<file path="src/rtl/reference_fetcher.sv">
// Read initiator for the reference sample buffer: sweeps addresses, collects I/Q returns in a
// 4-entry skid FIFO and streams them out. Define REFERENCE_FETCHER_LOOP_EN for continuous sweeping.
module reference_fetcher #(
  parameter int buffer_length = 10,
  parameter int index_bits    = 4,
  parameter int i_bits        = 12,
  parameter int q_bits        = 12
) (
  input  logic                  clk,
  input  logic                  rst_n,
  input  logic                  start,
  output logic [index_bits-1:0] m_axi_raddr,
  output logic                  m_axi_rvalid,
  output logic                  m_axi_rready,
  input  logic                  s_axi_rready,
  input  logic                  s_axi_rvalid,
  input  logic [i_bits-1:0]     s_i,
  input  logic [q_bits-1:0]     s_q,
  output logic [i_bits-1:0]     out_i,
  output logic [q_bits-1:0]     out_q,
  output logic                  out_valid,
  output logic                  out_last,
  input  logic                  out_ready,
  output logic                  busy,
  output logic                  overflow
);

  localparam int W = 1 + i_bits + q_bits;
  localparam logic [index_bits-1:0] last_addr = index_bits'(buffer_length - 1);

  typedef enum logic [1:0] {IDLE, ISSUE, DRAIN} state_t;

  state_t                state;
  logic [index_bits-1:0] raddr;
  logic [W-1:0]          mem [4];
  logic [1:0]            wr_ptr;
  logic [1:0]            rd_ptr;
  logic [2:0]            count;
  logic [2:0]            in_flight;
  logic                  tag_d1;
  logic                  tag_d2;
  logic                  room;
  logic                  issue;
  logic                  ret;
  logic                  dec;
  logic                  push;
  logic                  pop;

  // Handshakes: a request transfers in any cycle with m_axi_rvalid high (it is only raised while
  // s_axi_rready is high); a return is taken whenever s_axi_rvalid is high while m_axi_rready is
  // high; a stream word transfers when out_valid && out_ready, and the head holds until then.
  assign busy         = (state != IDLE);
  assign m_axi_rready = busy;
  assign room         = ({1'b0, count} + {1'b0, in_flight}) < 4'd4;
  assign issue        = (state == ISSUE) && s_axi_rready && room;
  assign m_axi_rvalid = issue;
  assign m_axi_raddr  = raddr;

  assign ret       = s_axi_rvalid && m_axi_rready;
  assign dec       = ret && (in_flight != 3'd0);
  assign out_valid = (count != 3'd0);
  assign pop       = out_valid && out_ready;
  // A full FIFO still accepts a return when the head leaves in the same cycle.
  assign push      = ret && ((count != 3'd4) || pop);

  assign {out_last, out_i, out_q} = mem[rd_ptr];

  always_ff @(posedge clk or negedge rst_n) begin
    if (!rst_n) begin
      state <= IDLE;
      raddr <= '0;
    end else begin
      case (state)
        IDLE: begin
          if (start) begin
            state <= ISSUE;
            raddr <= '0;
          end
        end
        ISSUE: begin
          if (issue) raddr <= (raddr == last_addr) ? '0 : raddr + index_bits'(1);
`ifdef REFERENCE_FETCHER_LOOP_EN
          if (start) state <= DRAIN;
`else
          if (issue && (raddr == last_addr)) state <= DRAIN;
`endif
        end
        DRAIN: begin
          if ((count == 3'd0) && (in_flight == 3'd0)) state <= IDLE;
        end
        default: state <= IDLE;
      endcase
    end
  end

  // The responder latency is fixed at two cycles, so the last-sample tag rides a matching delay line.
  always_ff @(posedge clk or negedge rst_n) begin
    if (!rst_n) begin
      tag_d1    <= 1'b0;
      tag_d2    <= 1'b0;
      in_flight <= 3'd0;
    end else begin
      tag_d1 <= issue && (raddr == last_addr);
      tag_d2 <= tag_d1;
      case ({issue, dec})
        2'b10:   in_flight <= in_flight + 3'd1;
        2'b01:   in_flight <= in_flight - 3'd1;
        default: in_flight <= in_flight;
      endcase
    end
  end

  always_ff @(posedge clk or negedge rst_n) begin
    if (!rst_n) begin
      for (int k = 0; k < 4; k++) mem[k] <= '0;
      wr_ptr   <= 2'd0;
      rd_ptr   <= 2'd0;
      count    <= 3'd0;
      overflow <= 1'b0;
    end else begin
      if (push) begin
        mem[wr_ptr] <= {tag_d2, s_i, s_q};
        wr_ptr      <= wr_ptr + 2'd1;
      end
      if (pop) rd_ptr <= rd_ptr + 2'd1;
      case ({push, pop})
        2'b10:   count <= count + 3'd1;
        2'b01:   count <= count - 3'd1;
        default: count <= count;
      endcase
      if (ret && !push) overflow <= 1'b1;
    end
  end

endmodule

</file>
<file path="config.mk">
export PLATFORM = sky130hd
export DESIGN_NAME = reference_fetcher
export DESIGN_NICKNAME = d
export VERILOG_FILES = /design/src/rtl/reference_fetcher.sv
export SDC_FILE = /design/constraint.sdc
export NUM_CORES = 1
export LEC_CHECK = 0
export ABC_CLOCK_PERIOD_IN_PS = 4100
export BUFFER_PORTS_ARGS = -buffer_cell sky130_fd_sc_hd__buf_2
export CORE_UTILIZATION = 60
export CTS_CLUSTER_DIAMETER = 100
export CTS_CLUSTER_SIZE = 12
export DETAILED_ROUTE_END_ITERATION = 16
export PLACE_DENSITY = 0.8
export RECOVER_POWER = 50
export SYNTH_ARGS = -nofsm -noshare
export SYNTH_HDL_FRONTEND = slang
export SYNTH_SLANG_ARGS = --single-unit
</file>
<file path="constraint.sdc">
create_clock -name clk -period 4.1 [get_ports clk]
set_clock_uncertainty 0.1 [all_clocks]
set_input_delay 0.615 -clock clk [delete_from_list [all_inputs] [get_ports clk]]
set_output_delay 0.615 -clock clk [all_outputs]
set_load 0.02 [all_outputs]
</file>
==> flow_summary_export.csv, run 1 <==
group,metric,value,unit
status,status,"complete, but fails checks",
status,violations,"max-capacitance violations, max-slew violations",
drt,vias,3097,
floorplanning,die-area,10100,um^2
worst_setup_path,crit_arrival,3.71,ns
min_path,hp-start,"tag_d1",
worst_setup_path,reg2reg_from,"count[2]",
timing,fmax,292,MHz
global_route,antenna_found_initial,0,
drt,detail_route.wl_per_cell,19.4,um
timing,post-route-min-period,3.42,ns
global_route,grt_usage,24.1,%
synthesis,yosysSeqAreaShare,51.1,%
cts,clock_latency,0.52,ns
cts,tritoncts,"yes",
synthesis,syn_inst,341,
synthesis,syn-num-nets,383,
global_route,grt_start_max_net_pins,76,
cts,ctsHoldBuffers,0,
flow_run,cap_violations,1,
power_and_ir_drop,total_leakage_power,3.22,nW
floorplanning,initial_utilization,62.4,%
cts,cts_max_level,4,
place,hpwl,6.25,mm
floorplanning,dieHeight,101,um
worst_setup_path,r2r_slack,0.68,ns
layout,syn_to_final_growth,13.8,%
min_path,hp-class,"reg2reg",
timing,hold_viol_final,0,
drt,drtPass1Iterations,4,
floorplanning,num_rows,35,
place,numPortBuffers,63,
layout,fillers,601,
worst_setup_path,worstPathMaxFanout,25,
synthesis,synth_cell_types,35,
synthesis,synth_top_cell_by_area,"dfrtp_1",
floorplanning,coreArea,9330,um^2
synthesis,synthTopCellsByArea,"dfrtp_1 51%, mux2_4 21%, mux4_2 9.7%",
global_route,grt_pass1_wl,17.9,mm
place,gp_congestion,0.740,
layout,drive_gt1_share,47.4,%
worst_setup_path,critPathLaunchType,"flop",
timing,slew_violations,76,
worst_setup_path,crit_path_end_kind,"flop",
timing,finalCritPeriodShare,83.4,%
cts,cts_buffers,17,
global_route,grt_pass1_vias,3382,
global_route,overflow,0,
layout,fin_nets,450,
floorplanning,die_w,101,um
layout,antenna_cells,0,
worst_setup_path,worstRegToRegCells,4,
worst_setup_path,worst-setup-path-type,"reg2reg",
min_path,min_to,"tag_d2",
worst_setup_path,reg2reg_to,"mem[8]",
cts,cts_resized,0,
drt,routed_wl,10.7,mm
drt,drc,0,
cts,cts.sinks,119,
timing,setup_viol,0,
cts,cts-root-buf,"clkbuf_8",
floorplanning,io-pin-count,64,
power_and_ir_drop,finalPower,0.00616,W
synthesis,synth_top_area_share,51.1,%
place,place_area,6110,um^2
power_and_ir_drop,pwr_density_cell,930,nW/um^2
cts,postCtsSetupBuffers,0,
cts,path_clk_slew,0.06,ns
drt,drt_iter0_markers,110,
synthesis,avgSynthCellArea,17.1,um^2
timing,tightest_slew,1.84,ns
drt,viasPerCell,5.64,
timing,rsz0062_at_grt,"false",
synthesis,yosysWarnings,0,
timing,max_slew_margin,-22.7,%
drt,ant_nets,0,
timing,tns,0,ns
synthesis,synth_area,5820,um^2
cts,clockBufferDepth,2,
worst_setup_path,required,4.39,ns
synthesis,ys_ff_latch,119,
power_and_ir_drop,ir_drop,0.509,mV
min_path,worstHoldPathCells,0,
layout,design_area,6620,um^2
## per-layer routing
| layer | wire length [um] | track usage (%) | part of all wire (%) | up-vias |
|---|---|---|---|---|
| li1 | - | - | - | 1375 |
| met1 | 4900 | 32.7 | 46 | 1641 |
| met2 | 5240 | 37.6 | 49 | 66 |
| met3 | 358 | 5.96 | 3.4 | 15 |
| met4 | 164 | 10.1 | 1.5 | 0 |
| met5 | 0 | 0 | 0 | - |
## worst max-delay path, stage by stage (launching register included)
cell and delay, ns:
dfrtp_1 0.44, or4b_1 0.22, nor2b_1 1.07, nand2_2 0.89, mux2_1 0.58
## cells in the mapped netlist
cell type	n
o21ai_2	1
dfrtp_1	119
mux2i_1	2
nor2_1	8
a211o_1	2
clkbuf_1	4
ha_1	10
fa_1	2
buf_2	3
nand3b_1	1
mux4_2	25
o21bai_1	1
or4b_4	1
inv_1	12
buf_4	1
or3_1	1
nand2_1	4
mux2_4	80
a21oi_1	1
and2_1	1
nor3_1	4
nor2b_1	2
buf_12	9
a21o_1	1
o41ai_1	1
nand2_8	4
o31ai_1	1
xor2_1	5
nand3_1	5
mux2_1	20
xnor2_1	4
nor2b_4	1
nor4b_1	2
nor3b_1	1
o21ai_0	2
## worst max path at each step
stage,depth (start not counted),endpoint,from
after floorplan,10,count[2],out_ready
after global placement,10,count[2],out_ready
after detailed placement,10,count[2],out_ready
after CTS,2,out_q[1],rd_ptr[0]
after global routing,4,mem[8],count[2]
final,4,mem[8],count[2]
## area by class of cell
cell class / count / area (um^2) / area share (%)
Inverter: 12 / 45.0 / 0.680
Timing Repair Buffer: 65 / 322 / 4.86
Multi-Input combinational cell: 193 / 2550 / 38.5
Clock buffer: 22 / 463 / 6.99
Clock inverter: 9 / 100 / 1.51
Sequential cell: 119 / 2980 / 45.0
Tap cell: 129 / 161 / 2.44
## where the power goes
part	internal, W	switching [W]	leakage (nW)
sequential	0.00175	0.000472	1.42
combinational	0.00145	0.00108	1.52
clock	0.000903	0.000513	0.276
total	0.00409	0.00207	3.22
## sequential cells by signal (all words and copies together) (netlist names)
| register | cells |
|---|---|
| overflow | 1 |
| count | 3 |
| rd_ptr | 2 |
| in_flight | 3 |
| wr_ptr | 2 |
| tag_d1 | 1 |
| m_axi_raddr | 4 |
| mem | 100 |
| tag_d2 | 1 |
| state | 2 |
## cells in the final DEF, fill, tap and decap left out, types with 7 or more instances in the layout
cell type,instances
dfrtp_1,118
mux2_4,79
buf_2,57
mux4_2,25
mux2_1,21
clkbuf_16,16
inv_1,12
ha_1,10
nor2_1,8
clkbuf_1,7
## kinds of logic after synthesis
family	share of synthesized area (%)
buffers and inverters	4.51
AO/OA/AOI/OAI	1.25
multiplexers	34.5
XOR/XNOR	1.35
flip-flops	51.1
AND/OR/NAND/NOR	4.38
adder cells (fa/ha/maj)	2.84
## stage by stage
step	util (%)	hold slack [ns]	std cells	setup WS [ns]
2_1_floorplan	-	0.219	341	1.53
3_3_place_gp	65.5	0.237	518	1.43
3_5_place_dp	65.5	0.238	518	1.37
4_1_cts	71.6	0.180	549	1.00
5_1_grt	71.0	0.242	549	0.510
6_report	71.0	0.244	549	0.680
Note: power is estimated with default switching activity, not from simulation.
==> run 2: changes to the inputs <==
--- a/config.mk
+++ b/config.mk
@@ -5,13 +5,13 @@
 export SDC_FILE = /design/constraint.sdc
 export NUM_CORES = 1
 export LEC_CHECK = 0
-export ABC_CLOCK_PERIOD_IN_PS = 4100
+export ABC_CLOCK_PERIOD_IN_PS = 3100
 export BUFFER_PORTS_ARGS = -buffer_cell sky130_fd_sc_hd__buf_2
-export CORE_UTILIZATION = 60
+export CORE_UTILIZATION = 53
 export CTS_CLUSTER_DIAMETER = 100
 export CTS_CLUSTER_SIZE = 12
 export DETAILED_ROUTE_END_ITERATION = 16
-export PLACE_DENSITY = 0.8
+export PLACE_DENSITY = 0.75
 export RECOVER_POWER = 50
 export SYNTH_ARGS = -nofsm -noshare
 export SYNTH_HDL_FRONTEND = slang
==> constraint.sdc (replaced) <==
create_clock -name clk -period 3.1 [get_ports clk]
set_clock_uncertainty 0.1 [all_clocks]
set_input_delay 0.465 -clock clk [delete_from_list [all_inputs] [get_ports clk]]
set_output_delay 0.465 -clock clk [all_outputs]
set_load 0.02 [all_outputs]
==> run 2 against run 1 <==
Compared with the run above:
- the run now ends clean
- non-clock buffer count increased by 4
- final cell count is 2.0% higher
- sequential share of layout area decreased by 0.35 points
- critical path depth up 2
- routed wire length is 0.37% lower
- highest routed layer unchanged
==> flow_summary_export.csv, run 2 (synthesized netlist as in run 1, its figures left out) <==
group,metric,value,unit
power_and_ir_drop,ir_drop,0.590,mV
cts,cts-root-buf,"clkbuf_8",
worst_setup_path,worstPathMaxFanout,11,
place,pre_cts_ws,0.498,ns
cts,tritoncts,"yes",
layout,antenna_cells,0,
timing,slew_violations,0,
timing,rsz0062_at_grt,"false",
timing,tightest_slew,1.42,ns
floorplanning,die_w,107,um
cts,cts_resized,0,
flow_run,cap_violations,0,
drt,viasPerCell,5.50,
layout,final_common_cell,"dfrtp_1",
global_route,grt_usage,21.0,%
global_route,grt_pass1_wl,17.7,mm
drt,routed_wl,10.6,mm
drt,vias,3079,
place,hpwl,6.47,mm
layout,syn_to_final_growth,14.7,%
drt,drtPass1Iterations,4,
power_and_ir_drop,pwr_density_cell,1210,nW/um^2
cts,cts.sinks,119,
cts,cts_max_level,4,
worst_setup_path,worst-setup-path-type,"reg2out",
timing,post-route-min-period,2.69,ns
layout,largest_reg_flops,100,
power_and_ir_drop,total_leakage_power,3.24,nW
global_route,antenna_found_initial,0,
layout,fin_nets,454,
min_path,hp-class,"in2reg",
timing,setup_viol,0,
timing,max_slew_margin,5.25,%
floorplanning,coreArea,10500,um^2
floorplanning,io-pin-count,64,
worst_setup_path,crit_arrival,2.13,ns
worst_setup_path,required,2.53,ns
layout,drive_gt1_share,46.2,%
global_route,overflow,0,
cts,clock_latency,0.52,ns
timing,hold_viol_final,0,
layout,fillers,763,
drt,ant_nets,0,
global_route,grt_pass1_vias,3357,
status,status,"finished, final reports clean",
floorplanning,die-area,11400,um^2
place,numPortBuffers,63,
cts,path_clk_slew,0.05,ns
timing,fmax,371,MHz
global_route,grt_start_max_net_pins,58,
timing,fin_ws,0.408,ns
cts,clockBufferDepth,2,
timing,tns,0,ns
drt,drt_iter0_markers,115,
layout,fin_util,63.5,%
place,gp_congestion,0.751,
layout,regMostFlops,"mem",
cts,cts_buffers,17,
floorplanning,initial_utilization,55.4,%
drt,detail_route.wl_per_cell,19.0,um
floorplanning,num_rows,37,
worst_setup_path,crit_path_end_kind,"output port",
drt,drc,0,
floorplanning,dieHeight,107,um
timing,finalCritPeriodShare,86.8,%
layout,layout.cells.most_common_list,"118 x dfrtp_1, 80 x mux2_4, 57 x buf_2",
worst_setup_path,critPathLaunchType,"flop",
==> run 2: cell count changes in the layout (fill, tap and decap cells not counted), moves of 2 or more <==
cell and change:
buf_12 +3, clkbuf_1 +8, clkinv_2 -2, clkinvlp_4 -2
==> run 2: power breakdown <==
| part | total [W] | switching [W] | leakage [nW] | internal (W) |
|---|---|---|---|---|
| clock | 0.00173 | 0.000630 | 0.254 | 0.00110 |
| sequential | 0.00283 | 0.000517 | 1.42 | 0.00231 |
| combinational | 0.00353 | 0.00156 | 1.56 | 0.00197 |
==> run 2: timing repair <==
item	CTS	global route
endpoints found under the hold margin	55	0
setup buffers	0	0
hold buffers	1	0
==> run 2: final timing paths <==
check / from / to / slack, ns / cells past startpoint
min in group asynchronous: rst_n / mem[87] / 0.71 / 2
worst max register to register: count[0] / count[2] / 0.59 / 9
worst min-delay path: s_q[3] / mem[53] / 0.11 / 2
max in group asynchronous: rst_n / in_flight[0] / 0.68 / 3
worst min register to register: tag_d1 / tag_d2 / 0.27 / 0
worst max-delay path: in_flight[2] / m_axi_rvalid / 0.41 / 6
==> run 2: area by class of cell <==
class,instances,area (um^2),area share [%]
Timing Repair Buffer,69,387,5.79
Inverter,12,45.0,0.675
Multi-Input combinational cell,193,2580,38.6
Clock inverter,4,45.0,0.675
Sequential cell,119,2980,44.6
Clock buffer,27,472,7.07
Tap cell,136,170,2.55
==> run 2: per-stage QoR <==
stage / instances / hold slack [ns] / cell area, um^2 / total power, W
3_5_place_dp: 528 / 0.273 / 6170 / 0.00641
5_1_grt: 560 / 0.0910 / 6680 / 0.00854
3_3_place_gp: 528 / 0.262 / 6170 / 0.00627
2_1_floorplan: 341 / 0.0694 / 5820 / 0.00560
6_report: 560 / 0.106 / 6680 / 0.00808
4_1_cts: 560 / 0.0847 / 6700 / 0.00819
==> run 2: worst max-delay path, cell delays in order (launching register included) <==
cell and delay [ns]:
dfrtp_1 0.42, ha_1 0.29, nor4b_1 0.26, nand3_1 0.11, clkbuf_1 0.24, inv_1 0.12
buf_2 0.17
==> run 2: metal layers <==
| layer | vias to the layer above | wire length, um | GRT usage [%] |
|---|---|---|---|
| li1 | 1385 | - | - |
| met1 | 1622 | 4970 | 28.3 |
| met2 | 62 | 5170 | 32.7 |
| met3 | 10 | 384 | 6.20 |
| met4 | 0 | 99 | 7.14 |
| met5 | - | 0 | 0 |
==> run 3: changes to the inputs <==
--- a/config.mk
+++ b/config.mk
@@ -11,6 +11,7 @@
 export CTS_CLUSTER_DIAMETER = 100
 export CTS_CLUSTER_SIZE = 12
 export DETAILED_ROUTE_END_ITERATION = 16
+export HOLD_SLACK_MARGIN = 0.12
 export PLACE_DENSITY = 0.75
 export RECOVER_POWER = 50
 export SYNTH_ARGS = -nofsm -noshare
==> run 3 against run 2 <==
Compared with the run above:
- cell area increased by 3.1%
- register-to-register slack about the same
- non-clock buffer count increased by 22
- power increased by 0.36%
- routed wire length increased by 1.4%
- largest power group unchanged
==> flow_summary_export.csv, run 3 (synthesized netlist as in run 1, its figures left out) <==
group,metric,value,unit
worst_setup_path,slowest_delay,0.41,ns
cts,path_clk_slew,0.05,ns
min_path,hp-start,"s_i[11]",
global_route,overflow,0,
min_path,worstHoldPathCells,2,
cts,postCtsSetupBuffers,0,
worst_setup_path,slowest_stage,"dfrtp_1",
worst_setup_path,worst-setup-path-type,"reg2out",
power_and_ir_drop,combPwrFrac,43.8,%
cts,cts_buffers,17,
worst_setup_path,worstPathMaxFanout,11,
floorplanning,initial_utilization,55.4,%
timing,hold_slack,0.148,ns
worst_setup_path,critPathLaunchType,"flop",
place,numPortBuffers,63,
power_and_ir_drop,p_sw,0.00272,W
drt,detail_route.wl_per_cell,18.5,um
drt,drt_iter0_markers,130,
layout,regMostFlops,"mem",
timing,setup_viol,0,
layout,final_common_cell,"dfrtp_1",
flow_run,cap_violations,0,
layout,seqCellArea,2980,um^2
power_and_ir_drop,power.share.switching,33.5,%
worst_setup_path,crit_path_end_kind,"output port",
layout,multiInputGateArea,2580,um^2
global_route,grt_usage,21.4,%
timing,finalCritPeriodShare,87.0,%
floorplanning,die_w,107,um
global_route,grt_pass1_vias,3478,
drt,ant_nets,0,
power_and_ir_drop,p_int,0.00539,W
layout,largest_reg_flops,100,
timing,hold_viol_final,0,
floorplanning,coreArea,10500,um^2
cts,cts-root-buf,"clkbuf_8",
drt,drtPass1Iterations,4,
global_route,antenna_found_initial,0,
timing,post-route-min-period,2.70,ns
cts,ctsHoldBuffers,22,
layout,antenna_cells,0,
power_and_ir_drop,pwr_density_cell,1180,nW/um^2
power_and_ir_drop,seq_power_share,34.9,%
power_and_ir_drop,ir_drop,0.599,mV
layout,syn_to_final_growth,18.2,%
cts,cts_resized,0,
drt,drc,0,
cts,clockBufferDepth,2,
drt,viasPerCell,5.46,
cts,tritoncts,"yes",
floorplanning,num_rows,37,
global_route,grt_pass1_wl,18.0,mm
drt,vias,3175,
layout,fin_nets,476,
power_and_ir_drop,total_leakage_power,3.33,nW
min_path,hp-class,"in2reg",
cts,cts.sinks,119,
timing,fmax,371,MHz
worst_setup_path,required,2.53,ns
worst_setup_path,r2r_slack,0.59,ns
worst_setup_path,crit_arrival,2.13,ns
timing,tightest_slew,1.38,ns
worst_setup_path,worstRegToRegCells,9,
worst_setup_path,path_cells,"ha_1, nor4b_1, nand3_1, clkbuf_1, inv_1, buf_2",
timing,rsz0062_at_grt,"false",
layout,drive_gt1_share,43.9,%
cts,clock_latency,0.52,ns
min_path,min_to,"mem[98]",
floorplanning,io-pin-count,64,
timing,max_slew_margin,7.90,%
worst_setup_path,reg2reg_to,"count[2]",
timing,slew_violations,0,
place,hpwl,6.47,mm
timing,tns,0,ns
status,status,"finished, final reports clean",
floorplanning,die-area,11400,um^2
power_and_ir_drop,p_clk_share,21.3,%
cts,cts_max_level,4,
drt,routed_wl,10.8,mm
layout,layout.cells.most_common_list,"118 x dfrtp_1, 80 x mux2_4, 57 x buf_2",
worst_setup_path,reg2reg_from,"count[0]",
place,gp_congestion,0.751,
global_route,grt_start_max_net_pins,58,
layout,fillers,757,
floorplanning,dieHeight,107,um
==> run 3: changes by cell type in the layout (fill, tap and decap cells not counted) <==
cell           before  now
dlygate4sd3_1       1   23
buf_12              3    2
clkbuf_4            0    1
==> run 3: worst max-delay path by stage <==
stage                     cells after the start       from            to  slack, ns
after floorplan                              10  out_ready      count[2]       0.68
after global placement                       10  out_ready      count[2]       0.58
after detailed placement                     10  out_ready      count[2]       0.50
after CTS                                     3  rd_ptr[1]      out_i[2]       0.43
after global routing                          6   count[2]  m_axi_rvalid       0.26
final                                         6   count[2]  m_axi_rvalid       0.40
==> run 3: cell type report <==
type	instances	area share (%)
flip-flops and latches	119	43.3
inverters	12	0.654
well taps	136	2.47
clock inverters	4	0.654
multi-input cells	193	37.4
repair buffers	91	8.63
clock buffers	27	6.85
==> run 3: metrics by stage <==
step	util (%)	power, W	cells	cell area [um^2]	worst slack, ns
2_1_floorplan	-	0.00560	341	5820	0.675
3_3_place_gp	58.7	0.00627	528	6170	0.576
3_5_place_dp	58.7	0.00641	528	6170	0.498
4_1_cts	65.7	0.00821	581	6910	0.427
5_1_grt	65.5	0.00857	582	6880	0.264
6_report	65.5	0.00811	582	6880	0.404
==> run 3: worst max-delay path, delay by kind of cell, from the launching register on <==
kind / cells / cell delay, ns
fa+ha+maj: 1 / 0.31
buf+inv: 3 / 0.53
flops: 1 / 0.41
simple gates: 2 / 0.37
==> run 3: routing by layer <==
metal / vias up / track usage, % / wire length [um] / part of all wire, %
met1: 1673 / 28.5 / 5000 / 46
met2: 65 / 33.6 / 5280 / 49
li1: 1428 / - / - / -
met3: 9 / 6.20 / 391 / 3.6
met5: - / 0 / 0 / 0
met4: 0 / 7.14 / 100 / 0.93
==> run 3: power groups by stage <==
stage	logic [W]	registers, W	clock network, W
after floorplan	0.00295	0.00266	0
after global placement	0.00349	0.00278	0
after detailed placement	0.00358	0.00283	0
after CTS	0.00362	0.00283	0.00176
after global routing	0.00382	0.00292	0.00182
final	0.00355	0.00283	0.00173
